File: src/rtl/mul_ctrl.sv
// mul_ctrl: sequencer/arbiter in front of the shared 64-cycle iterative
// unsigned multiplier core. It picks one of two requesters round-robin and
// turns each RV64M multiply (MUL/MULH/MULHSU/MULHU/MULW) into an unsigned
// magnitude multiply. It fixes the sign of the 128-bit product and returns
// the selected half over a valid/ready response port. An accepted operation
// can be cancelled with flush.
//
// Ports
//   clk, rst_n                        clock, async active-low reset
//   req{0,1}_valid/_ready             request handshake (ready is combinational)
//   req{0,1}_op/_w/_a/_b/_tag         op code, word flag, rs1, rs2, opaque tag
//   rsp_valid/_ready                  response handshake
//   rsp_data/_src/_tag                result, requester index, echoed tag
//   flush                             cancel the accepted, unresponded op
//   core_mul_valid                    one-cycle start pulse to the core
//   core_multiplicand/_multiplier     operand magnitudes, held until the next accept
//   core_out_valid, core_result_h/_l  core completion and 128-bit unsigned product
module mul_ctrl #(
    parameter int unsigned XLEN  = 64,
    parameter int unsigned TAG_W = 4
) (
    input  logic             clk,
    input  logic             rst_n,
    input  logic             req0_valid,
    output logic             req0_ready,
    input  logic [1:0]       req0_op,
    input  logic             req0_w,
    input  logic [XLEN-1:0]  req0_a,
    input  logic [XLEN-1:0]  req0_b,
    input  logic [TAG_W-1:0] req0_tag,
    input  logic             req1_valid,
    output logic             req1_ready,
    input  logic [1:0]       req1_op,
    input  logic             req1_w,
    input  logic [XLEN-1:0]  req1_a,
    input  logic [XLEN-1:0]  req1_b,
    input  logic [TAG_W-1:0] req1_tag,
    output logic             rsp_valid,
    input  logic             rsp_ready,
    output logic [XLEN-1:0]  rsp_data,
    output logic             rsp_src,
    output logic [TAG_W-1:0] rsp_tag,
    input  logic             flush,
    output logic             core_mul_valid,
    output logic [XLEN-1:0]  core_multiplicand,
    output logic [XLEN-1:0]  core_multiplier,
    input  logic             core_out_valid,
    input  logic [XLEN-1:0]  core_result_h,
    input  logic [XLEN-1:0]  core_result_l
);
    localparam int unsigned PW = 2 * XLEN;
    localparam int unsigned HW = XLEN / 2;
    localparam logic [1:0] OP_MUL    = 2'b00;
    localparam logic [1:0] OP_MULH   = 2'b01;
    localparam logic [1:0] OP_MULHSU = 2'b10;

    typedef struct packed {
        logic [1:0]       op;
        logic             w;
        logic [XLEN-1:0]  a;
        logic [XLEN-1:0]  b;
        logic [TAG_W-1:0] tag;
    } req_t;

    typedef enum logic [2:0] {
        S_IDLE,
        S_ISSUE,
        S_BUSY,
        S_RESP,
        S_DRAIN
    } state_t;

    state_t           state;
    state_t           state_nx;
    logic             running;      // low until the first edge after reset release
    logic             last_src;     // requester served most recently
    logic             grant_c;
    logic             accept_c;
    logic             capture_c;
    req_t             req0_c;
    req_t             req1_c;
    req_t             sel_c;
    logic             neg_a_c;
    logic             neg_b_c;
    logic [XLEN-1:0]  mag_a_c;
    logic [XLEN-1:0]  mag_b_c;
    logic             src_q;
    logic [TAG_W-1:0] tag_q;
    logic [1:0]       op_q;
    logic             w_q;
    logic             neg_a_q;
    logic             neg_b_q;
    logic [PW-1:0]    prod_c;
    logic [XLEN-1:0]  result_c;

    assign req0_c = {req0_op, req0_w, req0_a, req0_b, req0_tag};
    assign req1_c = {req1_op, req1_w, req1_a, req1_b, req1_tag};

    // Round-robin: a lone requester wins; on contention the one not served last wins.
    assign grant_c = (req0_valid && req1_valid) ? ~last_src : req1_valid;

    // State register.
    always_ff @(posedge clk or negedge rst_n) begin
        if (!rst_n) begin
            state <= S_IDLE;
        end else begin
            state <= state_nx;
        end
    end

    // Next state, request readies and datapath strobes.
    always_comb begin
        state_nx   = state;
        req0_ready = 1'b0;
        req1_ready = 1'b0;
        accept_c   = 1'b0;
        capture_c  = 1'b0;
        case (state)
            S_IDLE: begin
                if (running && !flush && (req0_valid || req1_valid)) begin
                    req0_ready = ~grant_c;
                    req1_ready = grant_c;
                    accept_c   = 1'b1;
                    state_nx   = S_ISSUE;
                end
            end
            S_ISSUE: begin
                // The start pulse goes out this cycle even when flushed.
                state_nx = flush ? S_DRAIN : S_BUSY;
            end
            S_BUSY: begin
                if (core_out_valid) begin
                    capture_c = !flush;
                    state_nx  = flush ? S_IDLE : S_RESP;
                end else if (flush) begin
                    state_nx = S_DRAIN;
                end
            end
            S_RESP: begin
                if (rsp_ready || flush) begin
                    state_nx = S_IDLE;
                end
            end
            S_DRAIN: begin
                // Let the core finish so it is never restarted mid-run.
                if (core_out_valid) begin
                    state_nx = S_IDLE;
                end
            end
            default: state_nx = S_IDLE;
        endcase
    end

    // Operand selection, sign decode and magnitudes of the granted request.
    always_comb begin
        sel_c   = grant_c ? req1_c : req0_c;
        neg_a_c = ((sel_c.op == OP_MULH) || (sel_c.op == OP_MULHSU)) && sel_c.a[XLEN-1] && !sel_c.w;
        neg_b_c = (sel_c.op == OP_MULH) && sel_c.b[XLEN-1] && !sel_c.w;
        mag_a_c = neg_a_c ? (~sel_c.a + XLEN'(1)) : sel_c.a;
        mag_b_c = neg_b_c ? (~sel_c.b + XLEN'(1)) : sel_c.b;
    end

    // Signed product from the unsigned core result, then pick the requested part.
    always_comb begin
        prod_c = {core_result_h, core_result_l};
        if (neg_a_q ^ neg_b_q) begin
            prod_c = ~prod_c + PW'(1);
        end
        if (w_q) begin
            result_c = {{HW{prod_c[HW-1]}}, prod_c[HW-1:0]};
        end else if (op_q == OP_MUL) begin
            result_c = prod_c[XLEN-1:0];
        end else begin
            result_c = prod_c[PW-1:XLEN];
        end
    end

    // Request latch, core operands, response registers and output strobes.
    always_ff @(posedge clk or negedge rst_n) begin
        if (!rst_n) begin
            running           <= 1'b0;
            last_src          <= 1'b1;
            src_q             <= 1'b0;
            tag_q             <= '0;
            op_q              <= '0;
            w_q               <= 1'b0;
            neg_a_q           <= 1'b0;
            neg_b_q           <= 1'b0;
            core_multiplicand <= '0;
            core_multiplier   <= '0;
            core_mul_valid    <= 1'b0;
            rsp_valid         <= 1'b0;
            rsp_data          <= '0;
            rsp_src           <= 1'b0;
            rsp_tag           <= '0;
        end else begin
            running        <= 1'b1;
            core_mul_valid <= accept_c;
            rsp_valid      <= (state_nx == S_RESP);
            if (accept_c) begin
                last_src          <= grant_c;
                src_q             <= grant_c;
                tag_q             <= sel_c.tag;
                op_q              <= sel_c.op;
                w_q               <= sel_c.w;
                neg_a_q           <= neg_a_c;
                neg_b_q           <= neg_b_c;
                core_multiplicand <= mag_a_c;
                core_multiplier   <= mag_b_c;
            end
            if (capture_c) begin
                rsp_data <= result_c;
                rsp_src  <= src_q;
                rsp_tag  <= tag_q;
            end
        end
    end

endmodule

File: config.mk
export PLATFORM = sky130hd
export DESIGN_NAME = mul_ctrl
export DESIGN_NICKNAME = d
export VERILOG_FILES = /design/src/rtl/mul_ctrl.sv
export SDC_FILE = /design/constraint.sdc
export NUM_CORES = 1
export LEC_CHECK = 0
export ABC_AREA = 1
export BUFFER_PORTS_ARGS = -buffer_cell sky130_fd_sc_hd__buf_2
export CAP_MARGIN = 20
export CORE_AREA = 2 2 234 236
export DETAILED_ROUTE_END_ITERATION = 10
export DIE_AREA = 0 0 236 238
export HOLD_SLACK_MARGIN = 0.06
export MAX_ROUTING_LAYER = met4
export PLACE_DENSITY = 0.57
export SYNTH_ARGS = -nofsm -noshare
export SYNTH_HDL_FRONTEND = slang
export SYNTH_SLANG_ARGS = --single-unit
File: constraint.sdc
create_clock -name clk -period 3.29 [get_ports clk]
set_input_delay 0.658 -clock clk [delete_from_list [all_inputs] [get_ports clk]]
set_output_delay 0.658 -clock clk [all_outputs]
set_load 0.1 [all_outputs]
Word level (Yosys, flattened, before mapping)
Cells that the tools add are included.
{"block": "op_classes", "add_sub_neg": 3, "eq_ne": 7, "muxes": 23, "n_bitwise": 6, "reduce_logical": 14}
{"cell": "$mux 64", "n": 4}
{"cell": "$mux 135", "n": 1}
{"cell": "$add 128x1->128 const B", "n": 1}
{"cell": "$add 64x1->64 const B", "n": 2}
{"cell": "$mux 128", "n": 1}
{"cell": "$not 128->128", "n": 1}
{"cell": "$not 64->64", "n": 2}
{"cell": "$mux 3", "n": 6}
{"cell": "$pmux 3 s5", "n": 1}
{"cell": "$eq 3x2->1 const B", "n": 3}
{"cell": "$mux 1", "n": 9}
{"cell": "$logic_and 1x1->1", "n": 7}
{"cell": "$eq 3x1->1 const B", "n": 1}
{"cell": "$eq 3x3->1 const B", "n": 1}
{"cell": "$logic_not 3->1", "n": 1}
{"cell": "$logic_or 1x1->1", "n": 3}
{"cell": "$eq 2x1->1 const B", "n": 1}
{"cell": "$eq 2x2->1 const B", "n": 1}
{"cell": "$logic_not 1->1", "n": 2}
{"cell": "$logic_not 2->1", "n": 1}
{"cell": "$mux 2", "n": 1}
{"cell": "$not 1->1", "n": 2}
{"cell": "$xor 1x1->1", "n": 1}
{"block": "totals", "register_bits": 214, "inputBits": 405, "output_inout_bits": 201, "elab_cells": 69}

Longest topological paths before layout
Gate-level depths: netlist of run 1.
{"block": "depth", "ltp_word": 8, "ltp_mapped": 20, "mapped_depth_nobuf": 18}

Least setup slack after synthesis of run 1
Ideal clock, no wire load.
{"block": "synth_timing", "path_type": "input to output", "start": "input port req1_valid", "end": "output port req0_ready", "t_arrival_ns": 3.037, "t_required_ns": 2.632, "path_slack_ns": -0.405, "stages": 7, "n_path_buf": 3, "path_cell_list": "buf_4 -> buf_2 -> nor2_1 -> nor3b_1 -> nand2_1 -> clkbuf_1 -> nor2_1"}
{"block": "synth_between", "elab_chain_cells": 5}
{"element": "start, declared", "line": "31", "text": "input logic req1_valid,"}
{"element": "$logic_and 1x1->1", "line": "100", "text": "assign grant_c = (req0_valid && req1_valid) ? ~last_src : req1_valid;"}
{"element": "$mux 1", "line": "100"}
{"element": "$not 1->1", "line": "121", "text": "req0_ready = ~grant_c;"}
{"element": "$mux 1 (*)", "line": "120", "text": "if (running && !flush && (req0_valid || req1_valid)) begin"}
{"element": "$mux 1 (*)", "line": "118", "text": "case (state)"}
{"element": "end, declared", "line": "25", "text": "output logic req0_ready,"}
Every way passes the cells marked *; elsewhere a longest branch is shown, timed or not.

Final worst setup path of run 1
Same ends and word-level chain as after synthesis.

==> flow_summary.toml, run 1 <==
[worst_hold_path]
min_path_type = "primary input to flip-flop"

[power]
power_frac_seq = 0.190
p_sw_mw = 16.5
clkPwrFrac = 0.129
combPwrFrac = 0.680
irDropWorstVdd_mv = 0.900
p_leak_nw = 13.6
power_density_nw_per_um2 = 1000
intPower_mw = 9.10
switching_share = 0.645

[critical_path]
crit_path_max_incr_delay_ns = 0.46
cp_common_cell = "buf_2"
critical_path_required_ns = 2.63
cpMaxStageDelayCell = "buf_2"
critical_path.cell_chain = "buf_2 -> buf_12 -> nor2_1 -> nor3b_1 -> nand2_4 -> nor2_2 -> buf_2"
crit_fanout = 61
end_kind = "output port"
cp.arrival_ns = 2.33
path_class = "primary input to output port"
startpoint_type = "primary input"

[timing]
maxSlewViolCount = 0
slew_headroom = 0.328
worst_hold_slack_ns = 0.292
hold_viol = 0
worstMarginPinSlew_ns = 1.01
tns_ns = 0
min_period_over_period = 0.909
fmax_ghz = 0.334
period_needed_ns = 2.99
rsz0062_at_grt = "no"
setup_viol = 0
finClkSkew_ns = 0.0224

[drt]
drtAntennaViolNets = 0
wirelength_met1_mm = 42.3
wl_met2_mm = 50.8
route.detailed.drc = 0
wl_per_cell_um = 21.4
routed_wl_mm = 105
vias_per_cell = 5.20
first_pass_iters = 5
wl_met3_mm = 6.21
top_layer_used = "met4"
vias = 25445
first_iter_violations = 2109

[finish]
area_delta_synth_final_pct = 26.5
layout-drive-gt1-share = 0.210
stdcell_count = 4890
design_area_sq_um = 25500
final_nets = 4576
nFillCells = 6008
postLayoutCoreUtil = 0.477

[yosys]
synthCells = 3538
synthTopCellsByCount = "1367 x nand2_1, 530 x nor2_1, 326 x nand3_1"
netlist.area_leader.share = 0.264
avgSynthCellArea_sq_um = 5.70
yosys_warnings = 0
syn-num-nets = 3947
ys.flop_type = "dfrtp_1"
synth_edf_count = 0
yosysTopAreaCell = "dfrtp_1"
ys_async_sr_fraction = 1.00
yosysSeqAreaShare = 0.266
yosysUniqueCellTypes = 46
synth_area_leaders = "dfrtp_1 26%, nand2_1 25%, nor2_1 9.9%, nand3_1 8.1%, inv_1 6.0%"
synth_area_sq_um = 20200
yosysMostFrequentCell = "nand2_1"
ys_ff_latch = 214

[clock_network]
ctsResizeCount = 0
cts_sinks = 214
cts_inserted_buffers = 27
cts_tree = "done"
clock_path_buffers = 3
cts-root-buf = "clkbuf_16"
clk_pin_slew_ns = 0.06
clk_latency_ns = 0.57
cts-htree-levels = 1

[global_routing]
antenna_found_initial = 9
grtUsageTotal = 0.372
first_global_vias = 24417
grt.overflow.total = 0
grt_max_degree = 147
grt_pass1_wl_mm = 152

[place]
io_buffers = 605
finalWeightedCongestion = 1.04
dp_cells = 4833
place_area_sq_um = 24500
hpwl_mm = 86.8

[die]
die_height_um = 238
die_area_sq_um = 56200
rows = 85
die_w_um = 236
ios = 606
placeableCoreArea_sq_um = 53500
start_util = 0.377

[status]
status = "complete, no violations"

[job]
cap_violations = 0
[worst max-delay path: cells and delay by family]
family                 cells  cell delay [ns]
buffers and inverters      3             0.93
and+or+nand+nor            4             0.73
[cell families (layout without fill, tap and decap cells)]
logic type	count (synthesis)	in the layout	synth area share
flops	214	214	0.266
simple gates	2429	2429	0.507
mux	1	1	0.000496
xor+xnor	81	81	0.0352
fa+ha+maj	4	4	0.00248
buf+inv	466	1115	0.0978
other cells	1	8	0.000186
compound gates	342	342	0.0910
[final timing paths]
| kind | start | end | slack [ns] | depth (start not counted) |
|---|---|---|---|---|
| max in group asynchronous | rst_n | core_multiplicand[59] | 1.87 | 3 |
| worst max register to register | last_src | core_multiplicand[41] | 0.36 | 16 |
| worst max-delay path | req1_valid | req0_ready | 0.30 | 7 |
| worst min-delay path | rsp_ready | state[1] | 0.29 | 2 |
| worst min register to register | core_multiplier[2] | core_multiplier[2] | 0.47 | 2 |
| min in group asynchronous | rst_n | rsp_tag[3] | 0.60 | 2 |
[power groups by stage]
| stage | Clock (mW) | Combinational (mW) | Sequential (mW) |
|---|---|---|---|
| 3_5_place_dp | 0 | 17.4 | 4.86 |
| 4_1_cts | 3.35 | 17.4 | 4.87 |
| 2_1_floorplan | 0 | 4.69 | 13.2 |
| 5_1_grt | 3.47 | 18.3 | 4.98 |
| 3_3_place_gp | 0 | 17.3 | 4.89 |
| 6_report | 3.31 | 17.4 | 4.87 |
[placed cells by master, fill, tap and decap left out, types with 4 or more instances in the layout]
cell and instances:
clkbuf_8 6, clkbuf_16 27, nand3b_1 82, a21oi_1 86
xnor2_1 26, clkinv_2 9, nand2_2 14, o21ai_0 159
a21o_1 5, nand3_2 5, buf_4 105, buf_12 15
xor2_1 54, nor2_2 22, ha_1 4, inv_2 15
bufinv_16 5, dfrtp_1 213, buf_2 603, nand2_1 1366
o21ai_1 49, nand4_1 39, diode_2 7, nor2_4 11
nor2_1 525, and2_1 7, o211ai_1 8, nand3_1 325
or2_2 12, o21ai_2 17, a31oi_1 15, nor3_1 10
inv_1 325
[metrics by stage]
stage / setup slack [ns] / total power, mW
2_1_floorplan: 0.110 / 17.9
3_3_place_gp: 0.0189 / 22.2
3_5_place_dp: -0.00249 / 22.3
4_1_cts: 0.288 / 25.6
5_1_grt: 0.129 / 26.8
6_report: 0.300 / 25.6
[sequential cells by signal (all words and copies together) (netlist names), 2 cells and up]
signal	count
core_multiplicand	64
core_multiplier	64
rsp_data	64
rsp_tag	4
tag_q	4
state	3
op_q	2
[layer usage]
layer | global-route usage | vias up
met4 | 0.162 | 0
li1 | - | 12409
met5 | - | -
met2 | 0.640 | 1030
met1 | 0.443 | 11814
met3 | 0.0390 | 192
[cell type report]
cell class / count / area, sq um / share of cell area
Tap cell: 696 / 871 / 0.0341
Multi-Input combinational cell: 2858 / 12900 / 0.505
Timing Repair Buffer: 725 / 4130 / 0.162
Antenna cell: 7 / 17.5 / 0.000687
Clock inverter: 16 / 215 / 0.00844
Inverter: 341 / 1280 / 0.0502
Clock buffer: 33 / 758 / 0.0297
Sequential cell: 214 / 5360 / 0.210
[repair_timing]
item | CTS | global route
hold endpoints to repair | 9 | 0
setup buffers | 0 | 0
hold buffers | 1 | 0
Power figures use the tool's default switching activity.
==> inputs of run 2 (changes only) <==
- clock period: 3.29 -> 2.8 ns (I/O delays scaled with it)
==> flow_summary.toml, run 2 (synthesis results as in run 1) <==
[power]
power_density_nw_per_um2 = 1080
p_leak_nw = 15.1
irDropWorstVdd_mv = 1.55

[critical_path]
end_kind = "output port"
startpoint_type = "primary input"
cp_top_family = "simple AND/OR/NAND/NOR gates"
path_class = "primary input to output port"
cpMaxStageDelayCell = "nor3b_1"
critical_path.cell_chain = "buf_2 -> buf_6 -> nor2_1 -> nor3b_1 -> nand2_4 -> nor2_4 -> buf_12"
crit_fanout = 25
crit_path_max_incr_delay_ns = 0.38
cp_num_buf_inv = 3
cp.arrival_ns = 2.18
critical_path_required_ns = 2.24

[drt]
routed_wl_mm = 107
route.detailed.drc = 0
vias = 26719
wl_per_cell_um = 20.5
vias_per_cell = 5.12
first_pass_iters = 6
first_iter_violations = 1997
drtAntennaViolNets = 0

[die]
rows = 85
ios = 606
die_area_sq_um = 56200
die_w_um = 236
start_util = 0.377
die_height_um = 238
placeableCoreArea_sq_um = 53500

[global_routing]
grt_pass1_wl_mm = 155
antenna_found_initial = 22
grt_max_degree = 93
first_global_vias = 25198
grt.overflow.total = 0
grtUsageTotal = 0.377

[finish]
most-common-layout-cells = "1353 x nand2_1, 602 x buf_2, 513 x nor2_1"
layout-drive-gt1-share = 0.273
reg.largest.list = "core_multiplicand: 64 flops, core_multiplier: 64 flops, rsp_data: 64 flops"
final_nets = 4893
area_delta_synth_final_pct = 39.7
nFillCells = 5822
final_common_cell = "nand2_1"

[timing]
finClkSkew_ns = 0.0315
min_period_over_period = 0.980
setup_viol = 0
worst_hold_slack_ns = 0.193
period_needed_ns = 2.74
fmax_ghz = 0.364
maxSlewViolCount = 0
setup_slack_ns = 0.0560
worstMarginPinSlew_ns = 0.884
slew_headroom = 0.410
hold_viol = 0
rsz0062_at_grt = "yes"

[clock_network]
clock_path_buffers = 3
cts-root-buf = "clkbuf_16"
cts_inserted_buffers = 27
cts_tree = "done"
cts_sinks = 214
clk_latency_ns = 0.58
clk_pin_slew_ns = 0.06
cts-htree-levels = 1

[place]
io_buffers = 605
finalWeightedCongestion = 1.05
hpwl_mm = 89.3
pre_cts_ws_ns = -0.391

[job]
cap_violations = 0

[worst_hold_path]
min_path_type = "primary input to flip-flop"

[status]
status = "complete, no violations"
## run 2: cell count changes in the layout (fill, tap and decap cells not counted), sizes merged
cell,previous run,this run
buf,724,1038
bufinv,5,1
clkbuf,33,41
clkinv,10,4
clkinvlp,1,3
diode,7,21
inv,341,342
## run 2: stage by stage
stage	cells	TNS [ns]	instance area, sq um	total power [mW]	util
finish	5219	0	28200	30.6	0.527
global route	5217	-0.0377	28200	31.9	0.527
CTS	5194	-0.0565	27900	30.4	0.521
detailed placement	5145	-16.28	27000	26.8	0.504
global placement	5145	-16.94	27000	26.8	0.504
floorplan	3538	0	20200	21.0	-
## run 2: power breakdown
| group | total, mW | internal, mW | switching (mW) |
|---|---|---|---|
| Sequential | 5.69 | 4.55 | 1.13 |
| Combinational | 21.4 | 4.49 | 16.9 |
| Clock | 3.46 | 1.99 | 1.47 |
## run 2: routing by layer
metal  part of all wire  track usage
met1               0.40        0.442
met2               0.48        0.634
met3              0.059       0.0443
met4              0.060        0.204
met5                  0            -
## run 2: area by class of cell
type	instances	area (sq um)	area share
multi-input cells	2858	13000	0.463
repair buffers	1042	6720	0.239
flip-flops and latches	214	5360	0.190
inverters	341	1280	0.0456
well taps	696	871	0.0309
clock buffers	38	767	0.0272
clock inverters	9	85.1	0.00302
diodes	21	52.6	0.00187
## run 2: timing repair
item | 4_1_cts | 5_1_grt
hold endpoints to repair | 44 | 0
hold buffers | 1 | 0
setup buffers | 1 | 2
gates cloned | 0 | 3
endpoints found under the setup margin | 31 | 100
resized for setup | 6 | 51
pin swaps | 2 | 11
## run 2: worst paths after layout
kind | start | to | slack (ns) | cells after the start
worst min register to register | rsp_tag[3] | rsp_tag[3] | 0.47 | 2
worst max-delay path | req1_valid | req0_ready | 0.06 | 7
worst min-delay path | rsp_ready | state[1] | 0.19 | 2
max in group asynchronous | rst_n | core_multiplicand[29] | 1.59 | 3
worst max register to register | last_src | core_multiplicand[53] | 0.08 | 18
min in group asynchronous | rst_n | rsp_data[21] | 0.48 | 2
==> inputs of run 3 (changes only) <==
- RECOVER_POWER: default -> 25
==> flow_summary.toml, run 3 (synthesis results as in run 1) <==
[status]
status = "complete, no violations"

[drt]
drtAntennaViolNets = 0
route.detailed.drc = 0
first_iter_violations = 2067
vias_per_cell = 5.09
wl_per_cell_um = 20.5
first_pass_iters = 6
vias = 26590
routed_wl_mm = 107

[worst_hold_path]
min_path_type = "primary input to flip-flop"

[critical_path]
ff2ff_path_depth = 18
endpoint = "req0_ready"
r2r_start = "last_src"
critical_path_required_ns = 2.24
cp.arrival_ns = 2.17
crit_fanout = 25
startpoint_type = "primary input"
path_class = "primary input to output port"
crit_start = "req1_valid"
reg2reg_setup_slack_ns = 0.08
r2r_end = "core_multiplicand[53]"
end_kind = "output port"

[timing]
fmax_ghz = 0.366
maxSlewViolCount = 0
worstMarginPinSlew_ns = 1.27
min_period_over_period = 0.976
hold_viol = 0
rsz0062_at_grt = "yes"
setup_slack_ns = 0.0663
setup_viol = 0
period_needed_ns = 2.73
finClkSkew_ns = 0.0284
slew_headroom = 0.156

[clock_network]
cts-htree-levels = 1
cts_inserted_buffers = 27
cts_tree = "done"
cts_sinks = 214
clock_path_buffers = 3
clk_pin_slew_ns = 0.06
clk_latency_ns = 0.58
cts-root-buf = "clkbuf_16"

[power]
power.total_mw = 30.6
p_leak_nw = 15.1
irDropWorstVdd_mv = 1.55
power_density_nw_per_um2 = 1090

[global_routing]
grt_max_degree = 93
antenna_found_initial = 22
grt.overflow.total = 0
grt_pass1_wl_mm = 155
busiest_layer = "met2"
grt.met1_usage = 0.442
grt_util_met2 = 0.634
grtUsageTotal = 0.377
first_global_vias = 25198
grtUsageMet3 = 0.0443

[place]
pre_cts_ws_ns = -0.391
hpwl_mm = 89.3
finalWeightedCongestion = 1.05
io_buffers = 605

[die]
placeableCoreArea_sq_um = 53500
die_height_um = 238
start_util = 0.377
rows = 85
die_w_um = 236
ios = 606
die_area_sq_um = 56200

[finish]
final_common_cell = "nand2_1"
layout-drive-gt1-share = 0.273
final_nets = 4893
reg.largest.list = "core_multiplicand: 64 flops, core_multiplier: 64 flops, rsp_data: 64 flops"
area_delta_synth_final_pct = 39.4
most-common-layout-cells = "1353 x nand2_1, 602 x buf_2, 513 x nor2_1"

[job]
cap_violations = 0
==> run 3: power breakdown <==
group          switching [mW]  internal [mW]
clock network            1.48           1.99
registers                1.13           4.55
logic                    16.9           4.48
==> run 3: critical path, stage by stage <==
cell and delay (ns):
buf_2 0.18, buf_6 0.27, nor2_1 0.08, nor3b_1 0.37
nand2_4 0.23, nor2_4 0.26, buf_12 0.20
==> run 3: cell type report <==
class	instances	area (sq um)
Inverter	341	1280
Timing Repair Buffer	1042	6670
Multi-Input combinational cell	2858	13000
Sequential cell	214	5360
Tap cell	696	871
Fill cell	5829	25400
Clock inverter	9	85.1
Antenna cell	22	55.1
Clock buffer	38	767
==> run 3: how the worst min path moves through the flow <==
| stage | startpoint | to | depth (start not counted) | slack [ns] |
|---|---|---|---|---|
| finish | rsp_ready | state[1] | 2 | 0.20 |
| global route | rsp_ready | state[1] | 2 | 0.19 |
| CTS | rsp_ready | state[1] | 2 | 0.16 |
| detailed placement | rsp_data[22] | rsp_data[22] | 2 | 0.46 |
| global placement | rsp_data[22] | rsp_data[22] | 2 | 0.46 |
| floorplan | rst_n | core_mul_valid | 0 | 0.26 |
==> run 3: metal layers <==
metal / wire length [um] / share of wire
met1: 42800 / 0.40
met5: 0 / 0
met2: 51400 / 0.48
met4: 6240 / 0.058
met3: 6400 / 0.060
==> run 3: through the flow <==
step	TNS (ns)	std cells	hold slack, ns	utilization	instance area [sq um]
floorplan	0	3538	0.264	-	20200
global placement	-16.94	5145	0.458	0.504	27000
detailed placement	-16.28	5145	0.461	0.504	27000
CTS	-0.0565	5194	0.161	0.521	27900
global route	-0.0377	5217	0.190	0.526	28100
finish	0	5220	0.195	0.526	28100
==> run 3: timing repair <==
action / in CTS / in global routing
hold buffers: 1 / 0
pin swaps: 2 / 11
resized for setup: 6 / 51
hold endpoints to repair: 44 / 0
gates cloned: 0 / 3
setup endpoints to repair: 31 / 100
setup buffers: 1 / 2
